===== config.mk =====
export PLATFORM = sky130hd
export DESIGN_NAME = mem_access_unit
export DESIGN_NICKNAME = d
export VERILOG_FILES = /design/src/rtl/mem_access_pkg.sv /design/src/rtl/register_d.sv /design/src/rtl/mem_access_unit.sv
export SDC_FILE = /design/constraint.sdc
export NUM_CORES = 1
export LEC_CHECK = 0
export BUFFER_PORTS_ARGS = -buffer_cell sky130_fd_sc_hd__buf_2
export CAP_MARGIN = 20
export CORE_AREA = 5 5 104 106
export CTS_BUF_LIST = sky130_fd_sc_hd__clkbuf_16
export CTS_CLUSTER_SIZE = 20
export DETAILED_ROUTE_END_ITERATION = 12
export DIE_AREA = 0 0 109 111
export PLACE_DENSITY_LB_ADDON = 0.1
export SLEW_MARGIN = 15
export SYNTH_ARGS = -nofsm -noshare
export SYNTH_HDL_FRONTEND = slang
export SYNTH_SLANG_ARGS = --single-unit

===== constraint.sdc =====
create_clock -name clock -period 2.38 [get_ports clock]
set_clock_uncertainty 0.15 [all_clocks]
set_input_delay 0 -clock clock [delete_from_list [all_inputs] [get_ports clock]]
set_output_delay 0 -clock clock [all_outputs]
set_load 0.01 [all_outputs]

===== src/rtl/mem_access_pkg.sv =====
// Shared types and constants for the memory access unit.
// The FSM state enum and the NOP used as the reset instruction live here.
package mem_access_pkg;

    typedef enum logic [1:0] {
        Fetch   = 2'd0,
        Data    = 2'd1,
        Release = 2'd2
    } mem_access_state_t;

    localparam logic [31:0] NOP_INST = 32'h0000_0013;

endpackage


===== src/rtl/register_d.sv =====
// Enable-gated D register with an asynchronous, active-high reset
// to a configurable value.
module register_d #(
    parameter int          N           = 32,
    parameter logic [N-1:0] reset_value = '0
) (
    input  logic         clock,
    input  logic         reset,
    input  logic         en,
    input  logic [N-1:0] d,
    output logic [N-1:0] q
);

    always_ff @(posedge clock or posedge reset) begin
        if (reset) begin
            q <= reset_value;
        end else if (en) begin
            q <= d;
        end
    end

endmodule


===== src/rtl/mem_access_unit.sv =====
// Sequences one instruction fetch plus an optional load/store per pipeline
// step on a single-port Wishbone-classic bus, stalling the core until done.
module mem_access_unit
    import mem_access_pkg::*;
#(
    parameter int DATA_SIZE = 32
) (
    input  logic                   clock,
    input  logic                   reset,
    input  logic [DATA_SIZE-1:0]   inst_mem_addr,
    output logic [31:0]            inst,
    input  logic [DATA_SIZE-1:0]   data_mem_addr,
    input  logic                   rd_en,
    input  logic                   wr_en,
    input  logic [DATA_SIZE-1:0]   wr_data,
    input  logic [DATA_SIZE/8-1:0] byte_en,
    output logic [DATA_SIZE-1:0]   rd_data,
    output logic                   mem_busy,
    output logic                   cyc_o,
    output logic                   stb_o,
    output logic                   we_o,
    output logic [DATA_SIZE/8-1:0] sel_o,
    output logic [DATA_SIZE-1:0]   addr_o,
    output logic [DATA_SIZE-1:0]   dat_o,
    input  logic                   ack_i,
    input  logic [DATA_SIZE-1:0]   dat_i
);

    mem_access_state_t state_reg, state_next;
    logic              inst_en;
    logic              rd_data_en;
    logic [31:0]       inst_d;

    always_ff @(posedge clock or posedge reset) begin
        if (reset) begin
            state_reg <= Fetch;
        end else begin
            state_reg <= state_next;
        end
    end

    // Bus outputs are gated by reset so an in-flight cycle is abandoned at once.
    always_comb begin
        state_next = state_reg;
        cyc_o      = 1'b0;
        stb_o      = 1'b0;
        we_o       = 1'b0;
        sel_o      = '0;
        addr_o     = '0;
        dat_o      = '0;
        inst_en    = 1'b0;
        rd_data_en = 1'b0;
        unique case (state_reg)
            Fetch: begin
                cyc_o  = !reset;
                stb_o  = !reset;
                sel_o  = reset ? '0 : '1;
                addr_o = reset ? '0 : inst_mem_addr;
                if (ack_i) begin
                    inst_en    = 1'b1;
                    state_next = (rd_en || wr_en) ? Data : Release;
                end
            end
            Data: begin
                cyc_o  = !reset;
                stb_o  = !reset;
                we_o   = !reset && wr_en;
                sel_o  = reset ? '0 : byte_en;
                addr_o = reset ? '0 : data_mem_addr;
                dat_o  = reset ? '0 : wr_data;
                if (ack_i) begin
                    // A simultaneous rd_en/wr_en is a store, so no capture.
                    rd_data_en = !wr_en;
                    state_next = Release;
                end
            end
            Release: begin
                state_next = Fetch;
            end
            default: begin
                state_next = Fetch;
            end
        endcase
    end

    assign mem_busy = (state_reg != Release);

    generate
        if (DATA_SIZE == 64) begin : g_inst_wide
            assign inst_d = inst_mem_addr[2] ? dat_i[63:32] : dat_i[31:0];
        end else begin : g_inst_narrow
            assign inst_d = dat_i[31:0];
        end
    endgenerate

    register_d #(
        .N           (32),
        .reset_value (NOP_INST)
    ) u_inst_reg (
        .clock (clock),
        .reset (reset),
        .en    (inst_en),
        .d     (inst_d),
        .q     (inst)
    );

    register_d #(
        .N           (DATA_SIZE),
        .reset_value ('0)
    ) u_rd_data_reg (
        .clock (clock),
        .reset (reset),
        .en    (rd_data_en),
        .d     (dat_i),
        .q     (rd_data)
    );

endmodule


* Yosys cells after proc, flatten, opt, wreduce, memory -nomap -nowiden
Index checks and enable logic that the tools add are counted.
** Storage, ports and cells
- Input port bits :: 137
- Output and inout bits :: 136
- Memory bits (writable) :: 0
- Bits in latches :: 0
- Memories kept :: 0
- ROM bits :: 0
- Word-level logic and storage cells :: 32
- Flip-flop bits (word level) :: 66
** Cells by class
- Reductions and logical operators :: 7
- $mul :: 0
- Order comparisons :: 0
- Eq/ne operators :: 4
- Shifts and indexed selects :: 0
- Div/mod/pow operators :: 0
- Multiplexer cells :: 18
- Bitwise operators :: 0
- Add/sub/neg operators :: 0
** Operators with widths (count)
- $mux 32 :: 4
- $pmux 32 s2 :: 1
- $mux 4 :: 2
- $pmux 4 s2 :: 1
- $mux 1 :: 6
- $mux 2 :: 3
- $ne 2x2->1 const B :: 3
- $pmux 2 s2 :: 1
- $eq 2x1->1 const B :: 1
- $logic_not 1->1 :: 2
- $logic_not 2->1 :: 1
- $reduce_and 2->1 :: 1
- $reduce_or 2->1 :: 1
- $logic_and 1x1->1 :: 1
- $logic_or 1x1->1 :: 1

* Logic depth before layout (Yosys ltp)
Gate-level depths: netlist (run 1).
- Word-level depth :: 4
- Gate-level depth with buffers :: 5
- Mapped depth without buffers :: 3

* Modules after synthesis
From an unflattened synthesis (run 1), not the netlist that was laid out.
** Unflattened totals
- Cells, all modules :: 270
- Area, all modules :: 3756.1 um^2
** By module, submodules not included
- register_d (u_inst_reg) :: times used 1, area each 1352.5 um^2, sequential area each 804.5 um^2, cells an instance 69
- register_d (u_rd_data_reg) :: times used 1, area each 1348.8 um^2, sequential area each 800.8 um^2, cells an instance 69
- mem_access_unit :: times used 1, area each 1054.8 um^2, sequential area each 50.0 um^2, cells an instance 132

* Worst setup path before layout (run 1)
Ideal clock, no wire load.
- Path kind :: reg-to-reg
- From :: register state_reg[1]
- To :: register u_rd_data_reg.q[0]
- Path slack :: 0.769 ns
- Required time :: 2.105 ns
- Stages on the path, launching flop included :: 5
- Data arrival time :: 1.337 ns
- Path buffers :: 1
- Clock period less this slack :: 1.611 ns
- Cell sequence :: dfrtp_1 > nand2b_4 > nor3b_4 > buf_6 > mux2_2
** On the way
- Cells in the longest elaborated chain, start to end :: 2
** RTL lines
- start, declared :: line mem_access_unit.sv:29 : mem_access_state_t state_reg, state_next;
- start signal, assigned :: line mem_access_unit.sv:36 : state_reg <= Fetch;
- start signal, assigned :: line mem_access_unit.sv:38 : state_reg <= state_next;
- $eq 2x1->1 :: line mem_access_unit.sv:53 : unique case (state_reg)
- $mux 1 :: line mem_access_unit.sv:53
- end signal, assigned :: line register_d.sv:16 : q <= reset_value;
- end, declared :: line register_d.sv:11 : output logic [N-1:0] q
Every way passes these cells.
A chain may end at the register's enable or synchronous reset.

* Worst setup path in the final report (run 1)
- From :: register state_reg[0]
- To :: output port dat_o[3]
** On the way
- Cells in the longest elaborated chain, start to end :: 2
** RTL lines
- $eq 2x1->1 :: line mem_access_unit.sv:53
- $mux 32 :: line mem_access_unit.sv:53
- end, declared :: line mem_access_unit.sv:24 : output logic [DATA_SIZE-1:0] dat_o,
Every way passes these cells.

==> results of run 1 <==
-- per-stage QoR --
step | total power, mW | setup WS, ps | hold WS [ps] | util, %
5_1_grt | 4.74 | 258 | 152 | 56.0
4_1_cts | 4.54 | 391 | 145 | 55.9
3_5_place_dp | 3.21 | 593 | -19.9 | 49.2
2_1_floorplan | 2.50 | 580 | -30.2 | -
3_3_place_gp | 3.18 | 667 | -21.0 | 49.2
6_report | 4.46 | 433 | 143 | 56.0
-- synth_stat cells --
master / number
a21oi_1: 4
and2_1: 33
buf_1: 3
buf_2: 4
buf_4: 5
buf_6: 3
clkbuf_1: 4
dfrtp_1: 63
dfstp_2: 3
inv_1: 6
mux2_2: 65
mux2i_1: 32
nand2b_1: 1
nand2b_4: 1
nor2_1: 37
nor3b_1: 1
nor3b_4: 1
o21ai_0: 1
or2_2: 1
-- layer usage --
| layer | GRT usage [%] | part of all wire, % |
|---|---|---|
| met1 | 20.7 | 37 |
| met4 | 8.59 | 2.6 |
| met3 | 6.29 | 8.5 |
| met2 | 32.6 | 52 |
| met5 | 0 | 0 |
-- worst paths after layout --
path / startpoint / endpoint / slack (ps) / cells after the start
min in group asynchronous: reset / state_reg[0] / 180 / 3
worst max-delay path: state_reg[0] / dat_o[3] / 430 / 5
worst min-delay path: wr_data[20] / dat_o[20] / 140 / 3
worst min register to register: u_rd_data_reg.q[28] / u_rd_data_reg.q[28] / 350 / 1
max in group asynchronous: reset / u_inst_reg.q[1] / 1230 / 4
worst max register to register: state_reg[1] / u_rd_data_reg.q[16] / 620 / 4
-- cell families (layout without fill, tap and decap cells) --
logic type      Yosys count  after routing  share of synthesized area [%]
simple gates             75             75                           12.2
buf+inv                  25            338                           4.28
compound gates            5              5                          0.765
other cells               0              3                              0
flops                    66             66                           50.6
mux                      97             97                           32.2
-- worst max-delay path: cells and delay by family, from the launching register on --
family	cells	cell delay, ps
buffers and inverters	3	690
DFF	1	400
and+or+nand+nor	2	380
-- cell usage in the layout, fill, tap and decap left out, drive strengths merged --
cell type    Yosys  final
dlygate4sd3      0     36
and2            33     33
o21ai            1      1
nor2            37     37
buf             15    280
mux2            65     65
nor3b            2      2
mux2i           32     32
dfrtp           63     63
clkbuf           4      9
or2              1      1
a21oi            4      4
clkinvlp         0      1
diode            0      3
inv              6      8
dfstp            3      3
bufinv           0      1
clkinv           0      3
nand2b           2      2
-- power groups by stage --
stage	sequential, mW	clock, mW	combinational, mW
4_1_cts	1.67	1.29	1.57
3_5_place_dp	1.69	0	1.52
2_1_floorplan	1.85	0	0.648
5_1_grt	1.72	1.34	1.68
3_3_place_gp	1.68	0	1.50
6_report	1.67	1.25	1.54
-- area by class of cell --
type	instances	area share, %
multi-input cells	177	27.4
inverters	6	0.415
flip-flops and latches	66	30.5
repair buffers	316	33.1
diodes	3	0.138
clock inverters	7	1.15
clock buffers	9	4.15
well taps	133	3.07
-- timing repair --
item / CTS / global route
setup buffers: 0 / 0
endpoints found under the hold margin: 92 / 0
hold buffers: 36 / 0
==> results.env, run 1 <==
SEQ_AREA_SQ_MM=0.00166
MAX-CLOCK-PATH-BUFFERS=2
DP.CELLS=662
VIAS=3139
TOTAL_LEAKAGE_POWER_nW=2.89
LAYOUT-DRIVE-GT1-SHARE_PCT=63.3
TIMING.CRITICAL_PATH.MODE_CELL='buf_4'
SWSHARE_PCT=30.5
FINALWEIGHTEDCONGESTION=0.891
DRC_ERRORS=0
WORST-SETUP-PATH-TYPE='reg -> out'
POWER.INTERNAL_mW=3.10
CP-END-KIND='primary output'
SYNTH.YOSYS.SEQ_AREA_SHARE_PCT=50.6
FINISH.CELL_COUNT_WITHOUT_FILLERS=717
CRIT_CHAIN='buf_4 -> nor3b_2 -> buf_4 -> and2_1 -> buf_2'
POSTROUTEANTENNANETS=0
CRIT_PATH_START_KIND='register'
PLACE_HPWL_UM=9280
MULTI_INPUT_COMB_AREA_SQ_MM=0.00149
INSERTION_DELAY_PS=320
FINAL_MIN_PERIOD_OVER_CLOCK_PERIOD_PCT=81.8
WORSTHOLDPATHTYPE='in -> out'
AREA_GROWTH_SYN_TO_LAYOUT_PCT=65.8
CLOCK_SINKS=66
SYNTH-SEQ-CELLS=66
ROWS=36
FINAL_NETS=713
POWER_PER_CELL_AREA_mW_PER_MM2=822
HOLD_VIOL=0
WORST_SLEW_PIN_TRAN_PS=650
NUM-FILL-CELLS=933
MAXSLEWHEADROOM_PCT=56.7
TRITONCTS='yes'
DIE_AREA_SQ_MM=0.0121
VDD_DROP_MAX_uV=333
YOSYSWARNINGCOUNT=0
CELLS_AFTER_SYNTHESIS=268
SLEW_VIOL_FINAL=0
PWR-SHARE-COMB_PCT=34.6
GRT_PASS1_VIAS=3424
DRT_PRE_ANTENNA_ITERS=4
CTS-BUFFERS-INSERTED=9
CLKTRANSATPATHREGS_PS=50
NETLIST.AREA_LEADER.SHARE_PCT=48.2
RSZ0062_AT_GRT='no'
GLOBAL_ROUTE.USAGE.TOTAL_PCT=18.9
CORE-AREA_SQ_MM=0.00968
FIN_AREA_SQ_MM=0.00542
GRT_PASS1_WL_UM=17700
SETUP_VIOL=0
PLACED_AREA_SQ_MM=0.00477
FLOORPLAN.INITIALDENSITY_PCT=33.8
SETUP_TOTAL_NEGATIVE_SLACK_PS=0
NET-SWITCHING-POWER_mW=1.36
SEQUENTIALPOWERSHARE_PCT=37.4
CRITICAL_PATH_REQUIRED_PS=2230
PORT_BUFFERS=272
SYNTHESIS.NETS=405
NETLIST_AREA_SQ_MM=0.00327
RUN_STATUS='completed'
YOSYS-TOP-CELLS-AREA='dfrtp_1 (48%), mux2_2 (22%), mux2i_1 (9.8%)'
NUMBER_OF_MAX_CAPACITANCE_VIOLATIONS_REPORTED=0
SYNTH_AREA_LEADER_CELL='dfrtp_1'
CLOCK_TREE_ROOT_BUFFER_CELL='clkbuf_16'
WORST_PATH_LARGEST_CELL_DELAY_PS=400
POST_CTS_RESIZE_COUNT=0
CRITICAL-PATH-SLOWEST-CELL='dfrtp_2'
YOSYSUNIQUECELLTYPES=19
FMAX_MHz=514
CLOCK_POWER_SHARE_PCT=28.0
ROUTED_VIA_DENSITY=4.38
CLOCK_PERIOD_MINUS_FINAL_WORST_SETUP_SLACK_PS=1950
POSTSYNTHAREAPERCELL_SQ_UM=12.2
GRT.OVERFLOW.TOTAL=0
ANTENNA_VIOLATIONS_BEFORE_REPAIR=3
WORST_EP_ARRIVAL_TIME_PS=1800
CRIT_FANOUT=33
DRT-TOTAL-WL_UM=11500
POST_DRT_WL_PER_CELL_UM=16.0
DRT_ITER0_DRC=120
DIE_W_UM=109
GRT_MAX_DEGREE=41
CLOCK_TREE.HTREE_LEVEL_COUNT=3
CHIPHEIGHT_UM=111
DESIGN.PORTCOUNT=273
Note: power is estimated with default switching activity, not from simulation.
==> inputs of run 2 (changes only) <==
==> constraint.sdc (replaced) <==
create_clock -name clock -period 2.04 [get_ports clock]
set_clock_uncertainty 0.15 [all_clocks]
set_input_delay 0 -clock clock [delete_from_list [all_inputs] [get_ports clock]]
set_output_delay 0 -clock clock [all_outputs]
set_load 0.01 [all_outputs]
==> results.env, run 2 (same netlist as run 1, synthesis figures left out) <==
RUN_STATUS='completed'
NUMBER_OF_MAX_CAPACITANCE_VIOLATIONS_REPORTED=0  # unchanged
WORST-SETUP-PATH-TYPE='reg -> out'
POSTROUTEANTENNANETS=0  # unchanged
POST_DRT_WL_PER_CELL_UM=16.1  # +0.58%
VIAS=3166  # +0.86%
POWER.INTERNAL_mW=3.49  # +13%
DRC_ERRORS=0  # unchanged
MAX-CLOCK-PATH-BUFFERS=2  # unchanged
AREA_GROWTH_SYN_TO_LAYOUT_PCT=66.0
MOST_FREQUENT_STANDARD_CELL_IN_THE_LAYOUT_EXCLUDING_FILL_AND_TAP_CELLS='buf_2'
CRITICAL_PATH_REQUIRED_PS=1890  # -340 ps
CLOCK_PERIOD_MINUS_FINAL_WORST_SETUP_SLACK_PS=1880
ANTENNA_VIOLATIONS_BEFORE_REPAIR=6  # +3
WORSTHOLDPATHTYPE='in -> async'
MAXSLEWHEADROOM_PCT=56.5  # -0.17 points
PWR-SHARE-COMB_PCT=35.9  # +1.3 points
DIE_AREA_SQ_MM=0.0121  # unchanged
PLACE_HPWL_UM=9320  # +0.51%
TRITONCTS='yes'
PORT_BUFFERS=272  # unchanged
GRT_MAX_DEGREE=38  # -7.3%
SEQUENTIALPOWERSHARE_PCT=38.4  # +1.0 points
SLEW_VIOL_FINAL=0  # unchanged
CTS_POST_SETUP_BUFFERS_INSERTED=0  # unchanged
RSZ0062_AT_GRT='no'
FLOORPLAN.INITIALDENSITY_PCT=33.8  # unchanged
CRIT_FANOUT=33  # unchanged
TIMING.FINAL.WS_SETUP_PS=156  # -277 ps
DETAILROUTE.WIRELENGTH.MET2_UM=6100  # +1.8%
WORST_EP_ARRIVAL_TIME_PS=1730  # -70 ps
ROWS=36  # unchanged
TIMING.REG2REG.WORST_PATH_DEPTH=4  # unchanged
GLOBAL_ROUTE.USAGE.TOTAL_PCT=19.0  # +0.082 points
CLOCK_SINKS=66  # unchanged
LAYOUT-DRIVE-GT1-SHARE_PCT=63.3  # about the same
TOTAL_LEAKAGE_POWER_nW=2.90  # +0.16%
CLOCK_TREE_ROOT_BUFFER_CELL='clkbuf_16'
MOSTFREQUENTLAYOUTCELLS='buf_2 (272), mux2_2 (65), dfrtp_1 (62)'
DR_WL_MET3_UM=1110  # +13%
GRT_PASS1_WL_UM=17800  # +0.43%
FINAL_NETS=715  # +0.28%
GRT_PASS1_VIAS=3496  # +2.1%
FINALWEIGHTEDCONGESTION=0.896  # +0.50%
CRIT_PATH_START_KIND='register'
CORE-AREA_SQ_MM=0.00968  # unchanged
POWER_PER_CELL_AREA_mW_PER_MM2=933  # +13%
CP-END-KIND='primary output'
CLKTRANSATPATHREGS_PS=50  # about the same
DRT_PRE_ANTENNA_ITERS=4  # unchanged
DESIGN.PORTCOUNT=273  # unchanged
DRT-TOTAL-WL_UM=11600  # +1.1%
DRT_ITER0_DRC=96  # -20%
ROUTED_VIA_DENSITY=4.39  # +0.30%
CHIPHEIGHT_UM=111  # unchanged
DIE_W_UM=109  # unchanged
CLOCK_POWER_SHARE_PCT=25.7  # -2.3 points
CTS-BUFFERS-INSERTED=9  # unchanged
VDD_DROP_MAX_uV=349  # +5.0%
CLOCK_TREE.HTREE_LEVEL_COUNT=3  # unchanged
SETUP_TOTAL_NEGATIVE_SLACK_PS=0  # unchanged
INSERTION_DELAY_PS=320  # about the same
M1WIRELENGTH_UM=4080  # -3.7%
SETUP_VIOL=0  # unchanged
FMAX_MHz=531
SWSHARE_PCT=31.1  # +0.62 points
GRT.OVERFLOW.TOTAL=0  # unchanged
HOLD_VIOL=0  # unchanged
POST-PLACE-WS_PS=284  # -309 ps
TOP_SIGNAL_LAYER_USED='met5'
NET-SWITCHING-POWER_mW=1.58  # +16%
FINAL_MIN_PERIOD_OVER_CLOCK_PERIOD_PCT=92.4
WORST_SLEW_PIN_TRAN_PS=653  # +2.55 ps
==> run 2: cell count changes in the layout (fill, tap and decap cells not counted) <==
cell / change
diode_2: +2
buf_12: +1
buf_6: +1
bufinv_16: -1
clkinv_2: +1
clkinv_4: -1
inv_1: +1
==> run 2: worst paths after layout <==
check,slack (ps),from,end
worst min-delay path,110,reset,u_rd_data_reg.q[0]
worst min register to register,350,u_rd_data_reg.q[27],u_rd_data_reg.q[27]
worst max register to register,290,state_reg[1],u_rd_data_reg.q[8]
min in group clock,140,wr_data[21],dat_o[21]
worst max-delay path,160,state_reg[0],dat_o[0]
max in group asynchronous,1080,reset,u_rd_data_reg.q[21]
==> run 2: layer usage <==
metal,vias up,track usage (%)
met5,-,0
li1,1529,-
met3,20,6.87
met1,1462,19.8
met2,153,32.9
met4,2,9.76
==> run 2: layout make-up <==
class	count	area (sq um)
diodes	5	12.5
clock buffers	9	225
clock inverters	7	32.5
fillers	877	4260
inverters	6	22.5
multi-input cells	177	1490
flip-flops and latches	66	1660
well taps	133	166
repair buffers	318	1830
==> run 2: repair_timing <==
item                                    CTS  global route
resized for setup                         0             1
hold buffers                             36             0
endpoints found under the setup margin    0             5
hold endpoints to repair                132             0
==> run 2: power by group through the flow <==
stage	Clock (mW)	Combinational, mW	Sequential (mW)
4_1_cts	1.35	1.85	1.95
2_1_floorplan	0	0.756	2.16
3_5_place_dp	0	1.79	1.96
3_3_place_gp	0	1.76	1.96
6_report	1.30	1.82	1.94
5_1_grt	1.40	1.98	1.99
==> run 2: critical path: stages (launching register included) <==
cell and delay, ps:
dfrtp_2 410, buf_6 230, nor3b_2 190, buf_4 270
and2_1 180, buf_2 130
==> run 2: stage by stage <==
step / hold slack, ps / cell area [sq um] / util, % / total power, mW / std cells
after floorplan: -30.2 / 3270 / - / 2.91 / 268
after global placement: -106 / 4790 / 49.5 / 3.72 / 664
after detailed placement: -99.3 / 4790 / 49.5 / 3.75 / 664
after CTS: 111 / 5410 / 55.9 / 5.15 / 716
after global routing: 154 / 5430 / 56.1 / 5.38 / 721
final: 111 / 5430 / 56.1 / 5.06 / 721
==> inputs of run 3 (changes only) <==
--- a/config.mk
+++ b/config.mk
@@ -7,11 +7,11 @@
 export LEC_CHECK = 0
 export BUFFER_PORTS_ARGS = -buffer_cell sky130_fd_sc_hd__buf_2
 export CAP_MARGIN = 20
-export CORE_AREA = 5 5 104 106
+export CORE_AREA = 4 4 103 105
 export CTS_BUF_LIST = sky130_fd_sc_hd__clkbuf_16
 export CTS_CLUSTER_SIZE = 20
 export DETAILED_ROUTE_END_ITERATION = 12
-export DIE_AREA = 0 0 109 111
+export DIE_AREA = 0 0 107 109
 export PLACE_DENSITY_LB_ADDON = 0.1
 export SLEW_MARGIN = 15
 export SYNTH_ARGS = -nofsm -noshare
==> results.env, run 3 (same netlist as run 1, synthesis figures left out) <==
TOTAL_LEAKAGE_POWER_nW=2.91  # +0.31%
DRT-TOTAL-WL_UM=11400  # -1.6%
WORST_R2R_STARTPOINT='state_reg[1]'
MAX-CLOCK-PATH-BUFFERS=2  # unchanged
N_ANTENNA_CELL=0  # -5
GRT.OVERFLOW.TOTAL=0  # unchanged
DR_WL_MET3_UM=870  # -21%
HOLD_VIOL=0  # unchanged
RSZ0062_AT_GRT='no'
NUMBER_OF_MAX_CAPACITANCE_VIOLATIONS_REPORTED=0  # unchanged
SEQUENTIALPOWERSHARE_PCT=36.5  # -1.9 points
MAXSLEWHEADROOM_PCT=55.3  # -1.2 points
NET-SWITCHING-POWER_mW=1.61  # +2.3%
ROUTED_VIA_DENSITY=4.39  # -0.12%
HOLD_DEPTH=3
SWSHARE_PCT=30.1  # -0.99 points
PORT_BUFFERS=272  # unchanged
ROWS=36  # unchanged
CRITICAL_PATH.STARTPOINT='state_reg[1]'
PLACE_HPWL_UM=8980  # -3.7%
ANTENNA_VIOLATIONS_BEFORE_REPAIR=0  # -6
FMAX_MHz=511  # -3.7%
CLOCK_TREE.HTREE_LEVEL_COUNT=3  # unchanged
GRT_PASS1_VIAS=3365  # -3.7%
R2R_SETUP_SLACK_PS=290  # about the same
INSERTION_DELAY_PS=320  # about the same
CLOCK_PERIOD_MINUS_FINAL_WORST_SETUP_SLACK_PS=1960  # +73.1 ps
POWER.INTERNAL_mW=3.74  # +7.2%
POST-PLACE-WS_PS=289  # +5.28 ps
CHIPHEIGHT_UM=109  # -1.8%
FLOORPLAN.INITIALDENSITY_PCT=33.9  # +0.16 points
REPORT.POWER.TOTAL_mW=5.35  # +5.7%
FINAL_MIN_PERIOD_OVER_CLOCK_PERIOD_PCT=95.9  # +3.6 points
FINAL_NETS=714  # -0.14%
CAPTURING_ELEMENT_OF_THE_WORST_SETUP_PATH='addr_o[10]'
AREA_GROWTH_SYN_TO_LAYOUT_PCT=66.7
GRT_MAX_DEGREE=38  # unchanged
CLOCK_SINKS=66  # unchanged
CP-END-KIND='primary output'
WORSTHOLDPATHTYPE='in -> out'
DIE_AREA_SQ_MM=0.0117  # -3.6%
CRITICAL_PATH_REQUIRED_PS=1890  # about the same
WORST_SLEW_PIN_TRAN_PS=670  # +17.3 ps
POSTROUTEANTENNANETS=0  # unchanged
DESIGN.PORTCOUNT=273  # unchanged
GRT_PASS1_WL_UM=17100  # -3.9%
TIMING.REG2REG.WORST_PATH_DEPTH=4  # unchanged
PWR-SHARE-COMB_PCT=33.8  # -2.1 points
DIE_W_UM=107  # -1.8%
POST_DRT_WL_PER_CELL_UM=16.0  # -0.82%
GLOBAL_ROUTE.USAGE.TOTAL_PCT=19.1  # +0.056 points
MOST_FREQUENT_STANDARD_CELL_IN_THE_LAYOUT_EXCLUDING_FILL_AND_TAP_CELLS='buf_2'
SETUP_TOTAL_NEGATIVE_SLACK_PS=0  # unchanged
M1WIRELENGTH_UM=4320  # +6.0%
CLOCK_TREE_ROOT_BUFFER_CELL='clkbuf_16'
SLEW_VIOL_FINAL=0  # unchanged
VIAS=3136  # -0.95%
SETUP_VIOL=0  # unchanged
LAYOUT-DRIVE-GT1-SHARE_PCT=63.4  # +0.11 points
CLOCK_POWER_SHARE_PCT=29.7  # +4.0 points
DRT_PRE_ANTENNA_ITERS=4  # unchanged
CTS_POST_SETUP_BUFFERS_INSERTED=0  # unchanged
TOP_SIGNAL_LAYER_USED='met4'
DRC_ERRORS=0  # unchanged
WORST-SETUP-PATH-TYPE='reg -> out'
TIMING.FINAL.WS_SETUP_PS=82.8  # -73.1 ps
CORE-AREA_SQ_MM=0.00964  # -0.47%
CRIT_FANOUT=37  # +12%
MOSTFREQUENTLAYOUTCELLS='buf_2 (272), mux2_2 (65), dfrtp_1 (62)'
WORST_EP_ARRIVAL_TIME_PS=1810  # +80 ps
POWER_PER_CELL_AREA_mW_PER_MM2=982  # +5.3%
TRITONCTS='yes'
RR_ENDPOINT='u_rd_data_reg.q[16]'
RUN_STATUS='completed'
CRIT_PATH_START_KIND='register'
FINALWEIGHTEDCONGESTION=0.844  # -5.8%
DRT_ITER0_DRC=122  # +27%
CLKTRANSATPATHREGS_PS=50  # about the same
CTS-BUFFERS-INSERTED=9  # unchanged
DETAILROUTE.WIRELENGTH.MET2_UM=6020  # -1.2%
VDD_DROP_MAX_uV=362  # +3.6%
[run 3: per-layer routing]
metal / global-route usage (%) / vias up
li1: - / 1520
met3: 5.57 / 17
met5: 0 / -
met2: 34.1 / 152
met1: 21.5 / 1447
met4: 7.40 / 0
[run 3: worst min path at each step]
| stage | from | endpoint | slack (ps) |
|---|---|---|---|
| floorplan | byte_en[0] | sel_o[0] | -30 |
| global placement | reset | state_reg[1] | -250 |
| detailed placement | reset | state_reg[1] | -250 |
| CTS | wr_data[24] | dat_o[24] | 140 |
| global route | wr_data[24] | dat_o[24] | 150 |
| finish | wr_data[19] | dat_o[19] | 140 |
[run 3: worst max-delay path, stage by stage, from the launching register on]
cell and delay (ps):
dfrtp_1 420, or2_2 560, nor2_1 310, buf_2 180
[run 3: layout make-up]
cell class                      instances  area (sq um)
Sequential cell                        66          1660
Clock buffer                            9           225
Fill cell                             874          4190
Inverter                                6          22.5
Multi-Input combinational cell        177          1490
Timing Repair Buffer                  317          1810
Tap cell                              133           166
Clock inverter                          7          85.1
[run 3: power by group through the flow]
| stage | logic [mW] | registers, mW | clock network [mW] |
|---|---|---|---|
| 2_1_floorplan | 0.756 | 2.16 | 0 |
| 3_3_place_gp | 1.74 | 1.97 | 0 |
| 3_5_place_dp | 1.77 | 1.97 | 0 |
| 4_1_cts | 1.83 | 1.95 | 1.63 |
| 5_1_grt | 1.97 | 2.01 | 1.69 |
| 6_report | 1.81 | 1.95 | 1.59 |
[run 3: per-stage QoR]
stage	utilization (%)	hold WS (ps)	instances	area, sq um
2_1_floorplan	-	-30.2	268	3270
3_3_place_gp	49.5	-252	662	4770
3_5_place_dp	49.5	-249	662	4770
4_1_cts	56.5	142	715	5450
5_1_grt	56.6	154	715	5450
6_report	56.6	140	715	5450
[run 3: timing repair]
| action | CTS | global route |
|---|---|---|
| hold buffers | 37 | 0 |
| setup endpoints to repair | 0 | 2 |
| resized for setup | 0 | 1 |
| hold endpoints to repair | 131 | 0 |
